### config.mk
export PLATFORM = sky130hd
export DESIGN_NAME = ks_accum_16
export DESIGN_NICKNAME = d
export VERILOG_FILES = /design/src/rtl/ks_accum_16.sv
export SDC_FILE = /design/constraint.sdc
export NUM_CORES = 1
export LEC_CHECK = 0
export CORE_MARGIN = 2
export CORE_UTILIZATION = 40
export DETAILED_ROUTE_END_ITERATION = 16
export PLACE_DENSITY = 0.61
export SYNTH_ARGS = -nofsm -noshare
export SYNTH_HDL_FRONTEND = slang
export SYNTH_HIERARCHICAL = 1
export SYNTH_SLANG_ARGS = --single-unit
export TNS_END_PERCENT = 100
### constraint.sdc
create_clock -name clk -period 3 [get_ports clk]
set_input_delay 0.6 -clock clk [delete_from_list [all_inputs] [get_ports clk]]
set_output_delay 0.6 -clock clk [all_outputs]
set_load 0.005 [all_outputs]
### src/rtl/ks_accum_16.sv
// rtl/ks_accum_16.sv - block accumulator built on a 16-bit Kogge-Stone adder
//
// kogge_stone_16bit : combinational 16-bit adder, S = Ai + Bi (17-bit result).
//
// ks_accum_16 : sums unsigned samples into blocks of up to BLOCK_LEN (1..256)
//    and presents each block sum on a valid/ready output port.
//    clk        - clock, rising edge
//    rst_n      - asynchronous active-low reset
//    clear      - synchronous abort of the current block, overrides handshakes
//    in_valid   - sample present on in_data
//    in_ready   - block accepting samples (state decode)
//    in_data    - 16-bit unsigned sample
//    in_last    - sample closes the block early
//    out_valid  - block result held on out_sum/out_ovf/out_count
//    out_ready  - consumer accepts the result
//    out_sum    - block sum
//    out_ovf    - at least one add in the block carried out of bit 15
//    out_count  - samples in the block, 1..BLOCK_LEN
//
// Build option KS_ACCUM_SATURATE_EN: a carrying add loads 16'hFFFF instead of
// the wrapped sum. out_ovf behaves the same in both builds.

module kogge_stone_16bit (
   input  logic [15:0] Ai,
   input  logic [15:0] Bi,
   output logic [16:0] S
);
   logic [15:0] g0, g1, g2, g3, g4;
   logic [15:0] p0, p1, p2, p3;

   assign g0 = Ai & Bi;
   assign p0 = Ai ^ Bi;

   // Prefix levels with span 1, 2, 4, 8. Shifting in ones for propagate keeps
   // the low bits (no partner at this span) unchanged.
   assign g1 = g0 | (p0 & (g0 << 1));
   assign p1 = p0 & ((p0 << 1) | 16'h0001);
   assign g2 = g1 | (p1 & (g1 << 2));
   assign p2 = p1 & ((p1 << 2) | 16'h0003);
   assign g3 = g2 | (p2 & (g2 << 4));
   assign p3 = p2 & ((p2 << 4) | 16'h000F);
   assign g4 = g3 | (p3 & (g3 << 8));

   // g4[i] is the carry out of bit i.
   assign S = {g4[15], p0 ^ {g4[14:0], 1'b0}};
endmodule

module ks_accum_16 #(
   parameter int BLOCK_LEN = 8
) (
   input  logic        clk,
   input  logic        rst_n,
   input  logic        clear,
   input  logic        in_valid,
   output logic        in_ready,
   input  logic [15:0] in_data,
   input  logic        in_last,
   output logic        out_valid,
   input  logic        out_ready,
   output logic [15:0] out_sum,
   output logic        out_ovf,
   output logic [8:0]  out_count
);
   typedef enum logic {ST_ACC = 1'b0, ST_OUT = 1'b1} state_t;

   localparam logic [8:0] BLK = BLOCK_LEN[8:0];

   state_t      state, state_nxt;
   logic [15:0] acc;
   logic        ovf;
   logic [8:0]  cnt;
   logic [16:0] s;
   logic [15:0] acc_next;
   logic [8:0]  cnt_inc;
   logic        ovf_next;
   logic        accept;
   logic        close_blk;

   kogge_stone_16bit u_add (
      .Ai (acc),
      .Bi (in_data),
      .S  (s)
   );

   assign accept    = in_valid && (state == ST_ACC) && !clear;
   assign cnt_inc   = cnt + 9'd1;
   assign close_blk = in_last || (cnt_inc == BLK);
   assign ovf_next  = ovf | s[16];

`ifdef KS_ACCUM_SATURATE_EN
   assign acc_next = s[16] ? 16'hFFFF : s[15:0];
`else
   assign acc_next = s[15:0];
`endif

   always_ff @(posedge clk or negedge rst_n) begin
      if (!rst_n) begin
         state <= ST_ACC;
      end else begin
         state <= state_nxt;
      end
   end

   always_comb begin
      state_nxt = state;
      in_ready  = 1'b0;
      out_valid = 1'b0;
      case (state)
         ST_ACC: begin
            in_ready = 1'b1;
            if (accept && close_blk) begin
               state_nxt = ST_OUT;
            end
         end
         ST_OUT: begin
            out_valid = 1'b1;
            if (out_ready) begin
               state_nxt = ST_ACC;
            end
         end
         default: state_nxt = ST_ACC;
      endcase
      if (clear) begin
         state_nxt = ST_ACC;
      end
   end

   always_ff @(posedge clk or negedge rst_n) begin
      if (!rst_n) begin
         acc       <= 16'd0;
         ovf       <= 1'b0;
         cnt       <= 9'd0;
         out_sum   <= 16'd0;
         out_ovf   <= 1'b0;
         out_count <= 9'd0;
      end else if (clear) begin
         acc <= 16'd0;
         ovf <= 1'b0;
         cnt <= 9'd0;
      end else if (accept) begin
         acc <= acc_next;
         ovf <= ovf_next;
         cnt <= cnt_inc;
         if (close_blk) begin
            out_sum   <= acc_next;
            out_ovf   <= ovf_next;
            out_count <= cnt_inc;
         end
      end else if ((state == ST_OUT) && out_ready) begin
         acc <= 16'd0;
         ovf <= 1'b0;
         cnt <= 9'd0;
      end
   end
endmodule

Word level (Yosys, flattened, before mapping)
Index checks and enable logic that the tools add are counted.
{"block": "totals", "wordCells": 49, "input_bits": 22, "out_inout_bits": 28, "ff_bits": 53}
{"block": "classes", "eq_ne": 1, "n_reduce_logical": 8, "n_addsub": 1, "n_bitwise": 17, "n_mux": 15}
{"op": "16-bit bitwise AND", "n": 8}
{"op": "16-bit OR", "n": 4}
{"op": "16-bit 2-to-1 mux", "n": 3}
{"op": "16-bit XOR", "n": 2}
{"op": "9-bit 2-to-1 mux", "n": 3}
{"op": "9-bit by 1-bit adder with 9-bit output, second input constant", "n": 1}
{"op": "9-bit by 4-bit equality test with 1-bit output, second input constant", "n": 1}
{"op": "1-bit 2-to-1 mux", "n": 8}
{"op": "1-bit logical AND", "n": 4}
{"op": "3-bit AND reduction", "n": 1}
{"op": "3-bit nonzero test", "n": 1}
{"op": "1-bit inverter", "n": 2}
{"op": "1-bit case mux with 2 select lines", "n": 1}
{"op": "1-bit zero test", "n": 1}
{"op": "1-bit logical OR", "n": 1}
{"op": "1-bit OR", "n": 1}

Longest topological paths before layout
Gate-level depths: netlist of the first run.
{"block": "depth", "word_depth": 12, "depth_mapped": 11, "mapped_depth_nobuf": 11}

Modules after synthesis
Netlist of the first run, hierarchy kept.
{"mod": "ks_accum_16", "area_each_um2": 2381.0, "cells_per_inst": 187, "n_inst": 1, "seq_area_each_um2": 1326.3}
{"mod": "kogge_stone_16bit", "area_each_um2": 785.8, "cells_per_inst": 108, "n_inst": 1, "seq_area_each_um2": 0.0}

Worst setup path after synthesis of the first run
Ideal clock, no wire load.
{"block": "synth_timing", "path_type": "input to register", "startpoint": "input port in_data[0]", "endpoint": "register ovf", "arrival_ps": 2458, "setup_time_ps": 118, "required_time_ps": 2882, "stages": 11, "slack_ps": 424, "path_buffers": 0, "cell_sequence": "ha_1 -> fa_1 -> a21oi_1 -> o211ai_1 -> a221oi_2 -> o21ai_1 -> a21o_1 -> a21oi_1 -> nor2_1 -> a21oi_1 -> nor2_1"}
{"block": "synth_between", "elab_chain_cells": 12}
{"item": "start: declaration", "line_no": "56", "rtl": "input logic [15:0] in_data,"}
{"item": "16-bit bitwise AND", "line_no": "31", "rtl": "assign g0 = Ai & Bi;"}
{"item": "16-bit bitwise AND", "line_no": "36", "rtl": "assign g1 = g0 | (p0 & (g0 << 1));"}
{"item": "16-bit OR", "line_no": "36"}
{"item": "16-bit bitwise AND", "line_no": "38", "rtl": "assign g2 = g1 | (p1 & (g1 << 2));"}
{"item": "16-bit OR", "line_no": "38"}
{"item": "16-bit bitwise AND", "line_no": "40", "rtl": "assign g3 = g2 | (p2 & (g2 << 4));"}
{"item": "16-bit OR", "line_no": "40"}
{"item": "16-bit bitwise AND", "line_no": "42", "rtl": "assign g4 = g3 | (p3 & (g3 << 8));"}
{"item": "16-bit OR", "line_no": "42"}
{"item": "named net s[16]", "line_no": "72", "rtl": "logic [16:0] s;"}
{"item": "1-bit OR", "line_no": "88", "rtl": "assign ovf_next = ovf | s[16];"}
{"item": "1-bit 2-to-1 mux", "line_no": "140", "rtl": "end else if (accept) begin"}
{"item": "1-bit 2-to-1 mux", "line_no": "136", "rtl": "end else if (clear) begin"}
{"item": "end signal: assignment", "line_no": "142", "rtl": "ovf <= ovf_next;"}
{"item": "end: declaration", "line_no": "70", "rtl": "logic ovf;"}
The timed path passes the listed nets, and every way through them passes these cells.
A chain may end at the register's enable or synchronous reset.

Worst setup path in the final report of the first run
{"block": "layout_timing", "startpoint": "input port in_data[0]", "endpoint": "register out_sum[12]"}
{"block": "layout_between", "elab_chain_cells": 9, "elab_cells_between_ends": 13, "cone_classes": "bitwise (13)"}
{"item": "16-bit bitwise AND", "line_no": "31"}
{"item": "16-bit bitwise AND", "line_no": "36"}
{"item": "16-bit OR", "line_no": "36"}
{"item": "16-bit bitwise AND", "line_no": "38"}
{"item": "16-bit OR", "line_no": "38"}
{"item": "16-bit OR (*)", "line_no": "40"}
{"item": "16-bit bitwise AND (*)", "line_no": "42"}
{"item": "16-bit OR (*)", "line_no": "42"}
{"item": "16-bit XOR (*)", "line_no": "45", "rtl": "assign S = {g4[15], p0 ^ {g4[14:0], 1'b0}};"}
{"item": "named net s[12]", "line_no": "72"}
{"item": "end signal: assignment", "line_no": "145", "rtl": "out_sum <= acc_next;"}
{"item": "end: declaration", "line_no": "60", "rtl": "output logic [15:0] out_sum,"}
Mark *: on every way through the listed nets, which the timed path passes. The rest lies on a longest branch.

==> reports/qor.yml, run 1 <==
synth.most_common_cell: "dfrtp_1"
peakVddDrop_mv: 0.240
drt_iter0_markers: 112
end_kind: "flip-flop"
arrival_ns: 2.99
syn-cell-area_mm2: 0.00317
gr-usage-all-layers_pct: 16.9
gp_congestion: 0.840
r2r_cells: 7
n_antenna_cell: 0
fmax_mhz: 359
p_per_area_mw_per_mm2: 570
yosysSeqAreaShare_pct: 41.9
synth_common_cells: "53 x dfrtp_1, 20 x a21oi_1, 20 x a22o_1, 18 x ha_1, 17 x nand2_1"
syn-mean-instance-area_um2: 10.7
synth_edf_count: 0
grt_max_degree: 29
multiInputGateArea_mm2: 0.00173
holdWs_ns: 0.0801
max_slew.worst_pin.slew_ns: 0.393
via_count: 2423
core_region_area_mm2: 0.00769
nNetsFinal: 394
num-fill-cells: 719
synth-main-ff-cell: "dfrtp_1"
synth_fp_nets: 336
ys_ff_latch: 53
ys_top_cells_by_area: "dfrtp_1 42%, ha_1 7.1%, mux2_4 6.6%"
antenna_found_initial: 0
wirelength_um: 6840
outcome: "complete, no violations"
clock_latency_ns: 0.31
min_path_type: "primary input to async pin"
max-slew-margin-rel_pct: 73.1
fin_skew_ns: 0.0129
synthSimpleGateAreaFrac_pct: 11.6
port_buffers: 49
grt_pass1_wl_um: 11600
yosys.area_share.adder_pct: 7.74
synth_top_family_by_area: "compound AO/OA/AOI/OAI gates"
register_area_mm2: 0.00133
tritoncts: "yes"
dieArea_mm2: 0.00864
num_rows: 32
cts_hold_buf: 0
cp-start-kind: "primary input"
leakagePower_nw: 1.83
cts_buffers: 5
die_h_um: 93.0
crit_path_top_delay_cell: "fa_1"
ctsLongestPathBuffers: 2
crit_required_ns: 3.21
fp.dieW_um: 93.0
drive_above_1_share_pct: 16.1
synth_top_area_share_pct: 41.9
synthCells: 295
synth.distinct_cells: 54
synthXorXnorAreaFrac_pct: 5.25
postRouteAntennaNets: 0
crit_type: "primary input to flip-flop"
rsz0062_at_grt: "false"
drc: 0
path_cells: "clkdlybuf4s50_1 > ha_1 > fa_1 > a21oi_2 > o211ai_1 > a221oi_2 > buf_4 > o21ai_1 > xor2_1 > mux2_4"
synth-warning-count: 6
cts_root_buffer: "clkbuf_8"
synth-async-reset-ratio_pct: 100
initial_core_util_pct: 41.2
clk_pin_slew_ns: 0.10
io_pins: 50
drv_slew: 0
viasPerCell: 5.31
wire_per_inst_um: 15.0
overflow: 0
first_global_vias: 2379
synth_largest_area_cell: "dfrtp_1"
synth-compound-area-share_pct: 20.8
hpwl_um: 4980
cts_max_level: 2
final_util_pct: 51.1
first_pass_iters: 4
cp_slowest_stage_delay_ns: 0.42
cap_violations: 0
yosys-mux-area-fraction_pct: 9.05
rrSetupSlack_ns: 0.45
hold_viol_final: 0
period_share_pct: 92.9
cts.sinks: 53
syn_to_final_growth_pct: 24.1
min_period_ns: 2.79
setup_viol: 0
crit_fanout: 3
[cell usage in the layout (no fill, tap or decap), drive strengths merged, types with 3 or more instances in the layout]
cell            n
a21oi          21
mux2           19
clkdlybuf4s50  48
o211ai          4
xor2           12
nor3            6
o21ai          16
and3            4
ha             18
dfrtp          53
o31ai           4
inv            11
nor2b           4
a21o            4
xnor2           7
a22o           20
clkbuf          6
buf            17
nand2          18
and2            3
nor2           15
o21a            3
a211oi          4
nand4           3
nand3           7
[worst max-delay path: cells and delay by family]
kind                     cells  cell delay (ns)
AO/OA/AOI/OAI                4             0.76
adder cells (fa/ha/maj)      2             0.63
buffers and inverters        2             0.57
XOR/XNOR                     1             0.16
multiplexers                 1             0.27
[final timing paths]
kind | start | endpoint
max | in_data[0] | out_sum[12]$_DFFE_PN0P_
min | rst_n | out_sum[1]$_DFFE_PN0P_
min in group clk | acc[12]$_DFFE_PN0P_ | acc[12]$_DFFE_PN0P_
max reg2reg | cnt[1]$_DFFE_PN0P_ | out_sum[4]$_DFFE_PN0P_
min reg2reg | acc[12]$_DFFE_PN0P_ | acc[12]$_DFFE_PN0P_
max in group asynchronous | rst_n | acc[2]$_DFFE_PN0P_
[cells by family (layout without fill, tap and decap cells)]
group | Yosys count | after routing
AND/OR/NAND/NOR | 69 | 69
multiplexers | 21 | 21
buffers and inverters | 25 | 84
flip-flops | 53 | 53
adder cells (fa/ha/maj) | 19 | 19
XOR/XNOR | 19 | 19
AO/OA/AOI/OAI | 89 | 89
[through the flow]
stage | worst slack, ns | cells | power [mW] | TNS (ns) | instance area (um2)
global route | 0.00946 | 456 | 2.39 | 0 | 3930
CTS | 0.154 | 456 | 2.26 | 0 | 3930
global placement | -0.161 | 448 | 1.81 | -0.552 | 3830
finish | 0.212 | 456 | 2.24 | 0 | 3930
detailed placement | -0.175 | 448 | 1.82 | -0.768 | 3830
floorplan | 0.424 | 295 | 1.43 | 0 | 3170
[repair_timing]
action	4_1_cts	5_1_grt
gates resized for setup	0	1
setup endpoints to repair	0	1
buffers inserted	0	0
[sequential cells by signal, summed over array words and instances (netlist names)]
name and count:
acc 16, cnt 9, out_count 9, out_ovf 1, out_sum 16, ovf 1
state 1
[layout make-up]
class / count / area share, %
Clock buffer: 6 / 2.10
Clock inverter: 2 / 0.350
Inverter: 11 / 1.05
Multi-Input combinational cell: 217 / 44.1
Sequential cell: 53 / 33.7
Tap cell: 102 / 3.25
Timing Repair Buffer: 65 / 15.4
[where the power goes]
part / leakage, nW / internal, mW / switching [mW] / total [mW]
registers: 0.684 / 0.861 / 0.0882 / 0.950
clock network: 0.0512 / 0.188 / 0.248 / 0.436
logic: 1.10 / 0.520 / 0.335 / 0.855
total: 1.83 / 1.57 / 0.671 / 2.24
[metal layers]
layer,share of wire [%],GRT usage (%),vias to the layer above
li1,-,-,1203
met1,49,23.5,1171
met2,46,26.8,40
met3,3.5,3.46,9
met4,1.4,5.02,0
met5,0,0,-
Note: power is estimated with default switching activity, not from simulation.
==> run 2: changes to the inputs <==
--- a/config.mk
+++ b/config.mk
@@ -7,8 +7,10 @@
 export LEC_CHECK = 0
 export CORE_MARGIN = 2
 export CORE_UTILIZATION = 40
+export CTS_CLUSTER_DIAMETER = 200
 export DETAILED_ROUTE_END_ITERATION = 16
 export PLACE_DENSITY = 0.61
+export SLEW_MARGIN = 0
 export SYNTH_ARGS = -nofsm -noshare
 export SYNTH_HDL_FRONTEND = slang
 export SYNTH_HIERARCHICAL = 1
==> results of run 2 <==
The final DEF is identical to that of run 1; final timing and power are the same.
